File: config.mk
export PLATFORM = sky130hd
export DESIGN_NAME = axi_master_bridge
export DESIGN_NICKNAME = d
export VERILOG_FILES = /design/src/rtl/axi_master_bridge.sv
export SDC_FILE = /design/constraint.sdc
export NUM_CORES = 1
export LEC_CHECK = 0
export BUFFER_PORTS_ARGS = -buffer_cell sky130_fd_sc_hd__buf_4
export CORE_AREA = 2 2 206 208
export DETAILED_ROUTE_END_ITERATION = 10
export DIE_AREA = 0 0 208 210
export PLACE_DENSITY = 0.54
export SLEW_MARGIN = 20
export SYNTH_ARGS = -nofsm -noshare
export SYNTH_HDL_FRONTEND = slang
export SYNTH_SLANG_ARGS = --single-unit
export TNS_END_PERCENT = 10
File: constraint.sdc
create_clock -name aclk -period 1.5 [get_ports aclk]
set_clock_uncertainty 0.1 [all_clocks]
set_input_delay 0.075 -clock aclk [delete_from_list [all_inputs] [get_ports aclk]]
set_output_delay 0.075 -clock aclk [all_outputs]
set_load 0.01 [all_outputs]
File: src/rtl/axi_master_bridge.sv
// Single-outstanding AXI4 master: round-robin arbitration between fetch and
// load/store ports, one single-beat AXI transaction per accepted request.
module axi_master_bridge #(
    parameter int ADDR_W = 32,
    parameter int DATA_W = 64
) (
    input  logic                  aclk,
    input  logic                  aresetn,
    input  logic                  ifu_req_valid,
    output logic                  ifu_req_ready,
    input  logic [ADDR_W-1:0]     ifu_addr,
    output logic                  ifu_resp_valid,
    output logic [DATA_W-1:0]     ifu_rdata,
    output logic                  ifu_resp_err,
    input  logic                  lsu_req_valid,
    output logic                  lsu_req_ready,
    input  logic                  lsu_wen,
    input  logic [ADDR_W-1:0]     lsu_addr,
    input  logic [2:0]            lsu_size,
    input  logic [DATA_W-1:0]     lsu_wdata,
    input  logic [DATA_W/8-1:0]   lsu_wstrb,
    output logic                  lsu_resp_valid,
    output logic [DATA_W-1:0]     lsu_rdata,
    output logic                  lsu_resp_err,
    output logic                  arvalid,
    input  logic                  arready,
    output logic [ADDR_W-1:0]     araddr,
    output logic [3:0]            arid,
    output logic [7:0]            arlen,
    output logic [2:0]            arsize,
    output logic [1:0]            arburst,
    input  logic                  rvalid,
    output logic                  rready,
    input  logic [DATA_W-1:0]     rdata,
    input  logic [3:0]            rid,
    input  logic [1:0]            rresp,
    input  logic                  rlast,
    output logic                  awvalid,
    input  logic                  awready,
    output logic [ADDR_W-1:0]     awaddr,
    output logic [3:0]            awid,
    output logic [7:0]            awlen,
    output logic [2:0]            awsize,
    output logic [1:0]            awburst,
    output logic                  wvalid,
    input  logic                  wready,
    output logic [DATA_W-1:0]     wdata,
    output logic [DATA_W/8-1:0]   wstrb,
    output logic                  wlast,
    input  logic                  bvalid,
    output logic                  bready,
    input  logic [3:0]            bid,
    input  logic [1:0]            bresp
);
    localparam int STRB_W = DATA_W / 8;

    typedef enum logic [2:0] {S_IDLE, S_AR, S_R, S_WR, S_B} state_e;

    state_e              state_q, state_d;
    logic                last_lsu_q, last_lsu_d;
    logic                src_lsu_q, src_lsu_d;
    logic [ADDR_W-1:0]   addr_q, addr_d;
    logic [2:0]          size_q, size_d;
    logic [DATA_W-1:0]   wdata_q, wdata_d;
    logic [STRB_W-1:0]   wstrb_q, wstrb_d;
    logic                arvalid_q, arvalid_d;
    logic                awvalid_q, awvalid_d;
    logic                wvalid_q, wvalid_d;
    logic                ifu_rv_q, ifu_rv_d;
    logic                lsu_rv_q, lsu_rv_d;
    logic [DATA_W-1:0]   rdata_q, rdata_d;
    logic                err_q, err_d;
    logic                grant_lsu, grant_ifu, idle;

    // AXI ID/last fields are fixed by the single-beat, single-outstanding scheme
    logic unused_inputs;
    assign unused_inputs = ^{rid, rlast, bid};

    always_comb begin
        idle       = (state_q == S_IDLE);
        grant_lsu  = lsu_req_valid && (!ifu_req_valid || !last_lsu_q);
        grant_ifu  = ifu_req_valid && !grant_lsu;
        state_d    = state_q;
        last_lsu_d = last_lsu_q;
        src_lsu_d  = src_lsu_q;
        addr_d     = addr_q;
        size_d     = size_q;
        wdata_d    = wdata_q;
        wstrb_d    = wstrb_q;
        arvalid_d  = arvalid_q;
        awvalid_d  = awvalid_q;
        wvalid_d   = wvalid_q;
        rdata_d    = rdata_q;
        err_d      = err_q;
        ifu_rv_d   = 1'b0;
        lsu_rv_d   = 1'b0;
        case (state_q)
            S_IDLE: if (grant_lsu || grant_ifu) begin
                last_lsu_d = grant_lsu;
                src_lsu_d  = grant_lsu;
                addr_d     = grant_lsu ? lsu_addr : ifu_addr;
                size_d     = grant_lsu ? lsu_size : 3'b010;
                wdata_d    = grant_lsu ? lsu_wdata : '0;
                wstrb_d    = grant_lsu ? lsu_wstrb : '0;
                if (grant_lsu && lsu_wen) begin
                    state_d   = S_WR;
                    awvalid_d = 1'b1;
                    wvalid_d  = 1'b1;
                end else begin
                    state_d   = S_AR;
                    arvalid_d = 1'b1;
                end
            end
            S_AR: if (arready) begin
                arvalid_d = 1'b0;
                state_d   = S_R;
            end
            S_R: if (rvalid) begin
                rdata_d  = rdata;
                err_d    = (rresp != 2'b00);
                ifu_rv_d = !src_lsu_q;
                lsu_rv_d = src_lsu_q;
                state_d  = S_IDLE;
            end
            S_WR: begin
                // AW and W retire independently; leave once neither is pending
                if (awready) awvalid_d = 1'b0;
                if (wready)  wvalid_d  = 1'b0;
                if (!awvalid_d && !wvalid_d) state_d = S_B;
            end
            S_B: if (bvalid) begin
                err_d    = (bresp != 2'b00);
                ifu_rv_d = !src_lsu_q;
                lsu_rv_d = src_lsu_q;
                state_d  = S_IDLE;
            end
            default: state_d = S_IDLE;
        endcase
    end

    always_ff @(posedge aclk or negedge aresetn) begin
        if (!aresetn) begin
            state_q    <= S_IDLE;
            last_lsu_q <= 1'b0;
            src_lsu_q  <= 1'b0;
            addr_q     <= '0;
            size_q     <= '0;
            wdata_q    <= '0;
            wstrb_q    <= '0;
            arvalid_q  <= 1'b0;
            awvalid_q  <= 1'b0;
            wvalid_q   <= 1'b0;
            ifu_rv_q   <= 1'b0;
            lsu_rv_q   <= 1'b0;
            rdata_q    <= '0;
            err_q      <= 1'b0;
        end else begin
            state_q    <= state_d;
            last_lsu_q <= last_lsu_d;
            src_lsu_q  <= src_lsu_d;
            addr_q     <= addr_d;
            size_q     <= size_d;
            wdata_q    <= wdata_d;
            wstrb_q    <= wstrb_d;
            arvalid_q  <= arvalid_d;
            awvalid_q  <= awvalid_d;
            wvalid_q   <= wvalid_d;
            ifu_rv_q   <= ifu_rv_d;
            lsu_rv_q   <= lsu_rv_d;
            rdata_q    <= rdata_d;
            err_q      <= err_d;
        end
    end

    // Ready is held low while reset is asserted so nothing is accepted then
    assign ifu_req_ready  = aresetn && idle && grant_ifu;
    assign lsu_req_ready  = aresetn && idle && grant_lsu;
    assign ifu_resp_valid = ifu_rv_q;
    assign lsu_resp_valid = lsu_rv_q;
    assign ifu_rdata      = rdata_q;
    assign lsu_rdata      = rdata_q;
    assign ifu_resp_err   = ifu_rv_q && err_q;
    assign lsu_resp_err   = lsu_rv_q && err_q;

    assign arvalid = arvalid_q;
    assign araddr  = addr_q;
    assign arid    = {3'b000, src_lsu_q};
    assign arlen   = 8'd0;
    assign arsize  = size_q;
    assign arburst = 2'b01;
    assign rready  = (state_q == S_R);
    assign awvalid = awvalid_q;
    assign awaddr  = addr_q;
    assign awid    = 4'd1;
    assign awlen   = 8'd0;
    assign awsize  = size_q;
    assign awburst = 2'b01;
    assign wvalid  = wvalid_q;
    assign wdata   = wdata_q;
    assign wstrb   = wstrb_q;
    assign wlast   = 1'b1;
    assign bready  = (state_q == S_B);

endmodule

=== Word level (Yosys, flattened, before mapping) ===
Cells that the tools add are included.

* Logic and storage cells: 84
* Register bits after elaboration: 181
* Input bits: 226

* Equality and inequality tests: 11
* Reduce and logical (&&, ||, !) cells: 28
* Multiplexer cells: 32

{| class="wikitable"
|+ Operator list
! kind !! count
|-
| 2-to-1 mux 64 bit || 1
|-
| 2-to-1 mux 32 bit || 1
|-
| 2-to-1 mux 3 bit || 6
|-
| 2-to-1 mux 1 bit || 15
|-
| one-hot mux 3 bit (5 select lines) || 1
|-
| one-hot mux 1 bit (2 select lines) || 6
|-
| != test 2 bit (second input constant) || 5
|-
| nonzero test 2 bit || 5
|-
| logical AND 1 bit || 9
|-
| 2-to-1 mux 8 bit || 1
|-
| == test 3 x 2 -> 1 bit (second input constant) || 2
|-
| AND reduction 3 bit || 2
|-
| zero test 1 bit || 5
|-
| AND reduction 5 bit || 1
|-
| != test 2 x 1 -> 1 bit (second input constant) || 2
|-
| AND reduction 2 bit || 2
|-
| AND reduction 4 bit || 1
|-
| == test 3 x 1 -> 1 bit (second input constant) || 1
|-
| == test 3 bit (second input constant) || 1
|-
| zero test 3 bit || 1
|-
| logical OR 1 bit || 2
|-
| 2-to-1 mux 2 bit || 1
|}

=== Logic depth before layout (Yosys ltp) ===
Gate-level depths: netlist of the first run.

* Depth in word-level cells: 8
* Mapped depth: 7
* Depth with buffers taken out: 3

=== Worst setup path after synthesis of the first run ===
Ideal clock, no wire load.

* Kind: reg-to-output
* Start: reg state_q[0]
* End: out ifu_req_ready
* Path buffers: 3
* Required time: 1325 ps
* Cell stages (with the launch flop): 6
* Arrival: 1421 ps
* Setup slack: -96 ps
* Path through: dfrtp_1 buf_2 or3_1 buf_2 buf_2 nor3_1

* Word-level cells in the longest chain between the ends: 3

{| class="wikitable"
|+ RTL lines
! item !! line !! RTL
|-
| start, declared || 59 || <nowiki>state_e state_q, state_d;</nowiki>
|-
| start signal, assigned || 158 || <nowiki>state_q <= state_d;</nowiki>
|-
| zero test 3 bit || 80 || <nowiki>idle = (state_q == S_IDLE);</nowiki>
|-
| logical AND 1 bit (2 in series) || 176 || <nowiki>assign ifu_req_ready = aresetn && idle && grant_ifu;</nowiki>
|-
| end, declared || 10 || <nowiki>output logic ifu_req_ready,</nowiki>
|}

No other way between the ends.

=== Final worst setup path of the first run ===
Ends and elaborated chain as after synthesis.

==> results.md, run 1 <==
- Worst-path clk slew: about 80 ps
- Crit path DAT: approximately 1700 ps
- Row count: 75
- Clk_lat worst skew: roughly 460 ps
- H-tree depth: 4
- Yosys top cell by area: dfrtp_1
- Drt wl/cell: 17.0 µm
- Total GRT Usage: 0.139
- Antenna Nets Post-Route: 0
- RSZ-0062 raised after global routing: yes
- Req. time, crit path: 1320 ps
- CTS Sinks: roughly 180
- Tightest Pin Transition: approximately 990 ps
- Worst slack at placement: -193 ps
- Final Util: 0.368
- Most frequent cells in the layout: buf_4, dlygate4sd3_1, dfrtp_1
- Element type at the critical path start: flop
- CORE AREA: 41500 µm²
- Max-cap violations: 0
- Share of cells above drive strength 1: 0.501
- Worst R2R Setup Slack: -320 ps
- Largest net degree at the start of global routing: 59
- Period utilization: 1.27
- Root buf cell: clkbuf_16
- Slew margin rel.: 0.342
- Die Y: roughly 210 µm
- IO Pins: ~540
- Critical path cell sequence: or3_4, buf_12, nor3_4, buf_6
- Tmin final: approximately 1900 ps
- Setup_tns: -39390 ps
- Violated checks: hold timing, setup timing
- DR iter-0 viols: approximately 220
- Post-route cell area: around 15000 µm²
- Leak Pwr: ~7.5 nW
- Worst r2r src: state_q[0]
- CTS Buffer Depth: 2
- Crit path max-delay cell type: or3_4
- CTS Hold Bufs: between 200 and 250
- Crit Reg-Reg Endpoint: araddr[23]
- Vias per std cell: 3.98
- Vias in the first global route: around 8000
- Commonest non-fill, non-tap cell in the layout: buf_4
- Final Max Slew Viols: 0
- Min-Delay Path Class: in -> async
- F_max: ~530 MHz
- Yosys warns: 0
- Final Power: approximately 0.030 W
- DR pass1 iterations: 4
- FF-to-FF path depth: 7
- Total wire length: between 30000 and 40000 µm
- Die span in x: around 210 µm
- Nets@finish: roughly 1500
- Drt drc: 0
- Cell variety after synth: 34
- Netlist Area Pre-Place: approximately 8100 µm²
- Register area share after synthesis: 0.559
- Final Setup Violations: 182
- Avg Inst Size Synth: between 10 and 15 µm²
- Dpl hpwl: ~22000 µm
- Buf+Inv Stages, Crit Path: 2
- Register bit total from synthesis: about 180
- Fin. Hold Viols: 7
- CP delay by family, top: simple AND/OR/NAND/NOR gates
- PortBufs: 498
- Post-route setup slack: -402 ps
- Total vias in the final route: 7368
- Yosys top cell area share: 0.559
- Critical setup path kind: reg -> out
- Maximum VDD drop: ~850 µV
- CP Capture Type: primary output
- CP max FO: 3
- Syn-to-layout area delta: 88.7%
- Initial antenna violation count: 2
- CTS tree: yes
- Top post-synthesis cells by area: dfrtp_1, buf_4, mux2_1, a22o_1, mux2i_1
- TritonCTS Buffers: 17
- Global-route wire length before repair: approximately 46000 µm
- Die area: between 40000 and 50000 µm²
- Initial Util: 0.195
- Post-DP Area: approximately 12000 µm²
- Total gr overflow: 0
- Routability cong.: between 0.7 and 0.8
- Mapped Cells: 636
- Status: complete, but fails checks
- Worst hold slack: -86.6 ps
- Power per cell area: approximately 1900 nW/µm²
- Fillcell total: slightly above 4000
- Slowest cell delay on critical path: approximately 430 ps
-- layout make-up --
| type | count | area (µm²) | share of cell area |
|---|---|---|---|
| diodes | 2 | 5.00 | 0.000327 |
| clock buffers | 19 | 433 | 0.0283 |
| clock inverters | 12 | 155 | 0.0102 |
| inverters | 4 | 15.0 | 0.000982 |
| multi-input cells | 309 | 2650 | 0.174 |
| flip-flops and latches | 181 | 4530 | 0.296 |
| well taps | 539 | 674 | 0.0441 |
| repair buffers | 786 | 6820 | 0.446 |
-- kinds of logic after synthesis --
kind of cell,count (synthesis),synth area share
DFF,181,0.559
buffers and inverters,172,0.153
other,2,0.000927
and+or+nand+nor,31,0.0222
muxes,98,0.131
AOI/OAI and AO/OA,152,0.133
-- where the power goes --
group          internal [W]  switching [W]
combinational       0.00892        0.00673
clock               0.00261        0.00201
sequential          0.00734        0.00216
-- timing repair --
action,CTS,global route
setup endpoints to repair,183,291
buffers inserted,12,7
pin swaps,12,10
endpoints found under the hold margin,359,7
gates resized for setup,59,64
gates cloned,3,2
-- state kept, by name (all words and copies together), names as in the netlist, 3 cells and up --
name,cells
arsize,3
wdata,64
wstrb,8
araddr,32
state_q,3
ifu_rdata,64
-- cell usage after synthesis, drive strengths merged --
cell type    n
nand2b       4
nor2         6
a21o         1
and2         4
nand2        3
and3         2
or3          1
nor2b        2
a32o         2
buf        154
mux2        65
clkbuf      14
dfrtp      181
o21ai       66
nand3b       3
conb         2
a2bb2oi      1
o221ai       1
a21boi       1
a21oi        2
inv          4
nor3b        1
a22o        75
mux2i       33
nand3        3
a31o         2
nor3         2
o2bb2ai      1
-- metrics by stage --
step,instances,hold slack [ps]
floorplan,662,-321
global placement,1581,-134
detailed placement,1581,-132
CTS,1841,23.0
global route,1851,-34.7
finish,1852,-86.6
-- worst max path at each step --
stage / slack [ps] / end / startpoint / cells after the start
2_1_floorplan: -70 / ifu_rdata[10] / state_q[0] / 6
3_3_place_gp: -180 / wdata[54] / state_q[2] / 5
3_5_place_dp: -190 / arsize[2] / state_q[2] / 5
4_1_cts: -450 / ifu_req_ready / state_q[1] / 4
5_1_grt: -470 / ifu_req_ready / state_q[0] / 4
6_report: -400 / ifu_req_ready / state_q[0] / 4
-- per-layer routing --
layer / GRT usage / part of all wire
met3: 0.0405 / 0.064
met2: 0.259 / 0.53
met4: 0.0411 / 0.013
met1: 0.152 / 0.39
met5: 0 / 0
(Power assumes the default switching activity.)
==> run 2: changes to the inputs <==
ABC_AREA = 1   (was unset)
CORE_AREA = 2 2 208 210   (was 2 2 206 208)
DIE_AREA = 0 0 210 212   (was 0 0 208 210)
PLACE_DENSITY = 0.47   (was 0.54)
==> results.md, run 2 <==
- Status: complete, but fails checks
- Violated checks: setup timing
- Period utilization: 1.16 (-0.104)
- Max-cap violations: 0 (unchanged)
- Die area: 44500 µm² (+1.9%)
- Nets@finish: 1854 (+22%)
- CP Capture Type: primary output
- Most frequent cell after synthesis: nand2_1
- Maximum VDD drop: 764 µV (-9.9%)
- CP max FO: 2 (-1)
- Vias per std cell: 3.98 (about the same)
- Yosys warns: 0 (unchanged)
- Tightest Pin Transition: 788 ps (-200 ps)
- Initial antenna violation count: 1 (-1)
- Total gr overflow: 0 (unchanged)
- CTS tree: yes
- Worst slack at placement: -89.5 ps (+103 ps)
- Leak Pwr: 8.15 nW (+8.9%)
- Element type at the critical path start: flop
- Clk_lat worst skew: 460 ps (about the same)
- Routability cong.: 0.764 (-0.23%)
- Post-route cell area: 15500 µm² (+1.6%)
- Synth top cells by count: nand2_1, dfrtp_1, buf_4, nand3_1, inv_1
- Req. time, crit path: 1320 ps (about the same)
- CORE AREA: 42500 µm² (+2.5%)
- Dpl hpwl: 22200 µm (about the same)
- Total GRT Usage: 0.142 (+0.00352)
- Initial Util: 0.200 (+0.00499)
- PortBufs: 498 (unchanged)
- Register area share after synthesis: 0.532 (-0.0271)
- CTS Sinks: 181 (unchanged)
- Critical setup path kind: reg -> out
- Global-route wire length before repair: 48900 µm (+6.2%)
- Die Y: 212 µm (+0.95%)
- Post-route setup slack: -246 ps (+156 ps)
- TritonCTS Buffers: 17 (unchanged)
- Tmin final: 1750 ps (-156 ps)
- Drt drc: 0 (unchanged)
- DR iter-0 viols: 377 (+69%)
- Synth Flop Type: dfrtp_1
- Root buf cell: clkbuf_16
- RSZ-0062 raised after global routing: yes
- Drt wl/cell: 15.1 µm (-11%)
- Top post-synthesis cells by area: dfrtp_1, nand2_1, buf_4, nand3_1, inv_1
- Power per cell area: 1850 nW/µm² (-5.0%)
- Fin. Hold Viols: 0 (-7)
- Final Max Slew Viols: 0 (unchanged)
- Total vias in the final route: 8700 (+18%)
- Yosys top cell by area: dfrtp_1
- Antenna Nets Post-Route: 0 (unchanged)
- Final Util: 0.365 (-0.00312)
- Most frequent cells in the layout: buf_4, nand2_1, dlygate4sd3_1
- Min-Delay Path Class: in -> reg
- Syn-to-layout area delta: 82.4%
- Final Setup Violations: 149 (-18%)
- Total wire length: 33000 µm (+5.1%)
- Vias in the first global route: 8777 (+12%)
- Cell variety after synth: 24 (-29%)
- CTS Buffer Depth: 2 (unchanged)
- F_max: 573 MHz (+8.9%)
- H-tree depth: 4 (unchanged)
- Row count: 76 (+1.3%)
- Ys async rst share: 1.00 (unchanged)
- Slew margin rel.: 0.473 (+0.131)
- Worst-path clk slew: 70 ps (about the same)
- Mapped Cells: 986 (+55%)
- DR pass1 iterations: 5 (+1)
- Die span in x: 210 µm (+0.96%)
- Avg Inst Size Synth: 8.63 µm² (-32%)
- Post-synth EDFFs: 0 (unchanged)
- Register bit total from synthesis: 181 (unchanged)
- Share of cells above drive strength 1: 0.383 (-0.119)
- Crit path DAT: 1570 ps (-160 ps)
- Netlist Area Pre-Place: 8510 µm² (+5.1%)
- Yosys top cell area share: 0.532 (-0.0271)
- Largest net degree at the start of global routing: 71 (+20%)
- IO Pins: 536 (unchanged)
- Setup_tns: -16200 ps (+23190 ps)
- Commonest non-fill, non-tap cell in the layout: buf_4
- Post-DP Area: 12300 µm² (+2.7%)
run 2: cell types whose count changed in the layout (fill, tap and decap cells not counted), moves of 14 or more:
cell / before / now
buf_6: 22 / 8
mux2_1: 51 / 0
o21ai_2: 20 / 1
nand3_1: 3 / 94
mux2i_1: 32 / 0
o21a_1: 0 / 33
nand3_2: 0 / 16
inv_1: 3 / 79
nand2_1: 2 / 294
a22o_1: 75 / 0
run 2: critical path, stage by stage, from the launching register on:
cell and delay (ps):
dfrtp_1 390, buf_6 120, inv_2 40, nand2_2 50, nor2_4 120, buf_12 120
nand2_4 40, nor3_2 90, buf_4 150
run 2: final timing paths:
check	start	endpoint	slack (ps)	cells past startpoint
min	ifu_req_valid	arvalid	70	5
max in group asynchronous	aresetn	araddr[31]	30	3
min reg2reg	wdata[33]	wdata[33]	380	2
max reg2reg	state_q[2]	arsize[1]	-210	10
max	state_q[2]	ifu_req_ready	-250	8
min in group asynchronous	aresetn	state_q[0]	210	2
run 2: kinds of logic after synthesis:
logic type | share of synthesized area
buffers and inverters | 0.184
and+or+nand+nor | 0.209
DFF | 0.532
other | 0.000882
AOI/OAI and AO/OA | 0.0741
run 2: area by class of cell:
type / count / area (µm²)
antenna: 1 / 2.50
clock buffer: 23 / 458
clock inverter: 7 / 51.3
fill: 4346 / 27000
inverter: 84 / 320
multi-input combinational: 567 / 2690
sequential: 181 / 4530
tap: 546 / 683
timing repair buffer: 777 / 6790
run 2: layer usage:
metal  GRT usage  vias up  routed length (µm)
li1            -     4215                   -
met1       0.168     4104               13900
met2       0.246      340               16500
met3      0.0346       41                1790
met4      0.0619        0                 806
met5           0        -                   0
run 2: report_power, final:
part | total [W] | switching, W | internal (W)
combinational | 0.0158 | 0.00749 | 0.00831
clock | 0.00415 | 0.00201 | 0.00215
sequential | 0.00879 | 0.00179 | 0.00700
total | 0.0287 | 0.0113 | 0.0175
run 2: per-stage QoR:
stage,hold slack [ps],total power (W),std cells
after detailed placement,-155,0.0223,1916
after floorplan,-321,0.0160,1012
after global placement,-156,0.0222,1916
final,68.7,0.0287,2186
after global routing,68.8,0.0308,2186
after CTS,9.31,0.0280,2174
run 2: timing repair:
item	4_1_cts	5_1_grt
endpoints found under the hold margin	360	0
gates cloned	3	5
pin swaps	6	28
hold buffers	216	0
gates resized for setup	24	43
buffers inserted	9	8
endpoints found under the setup margin	159	225
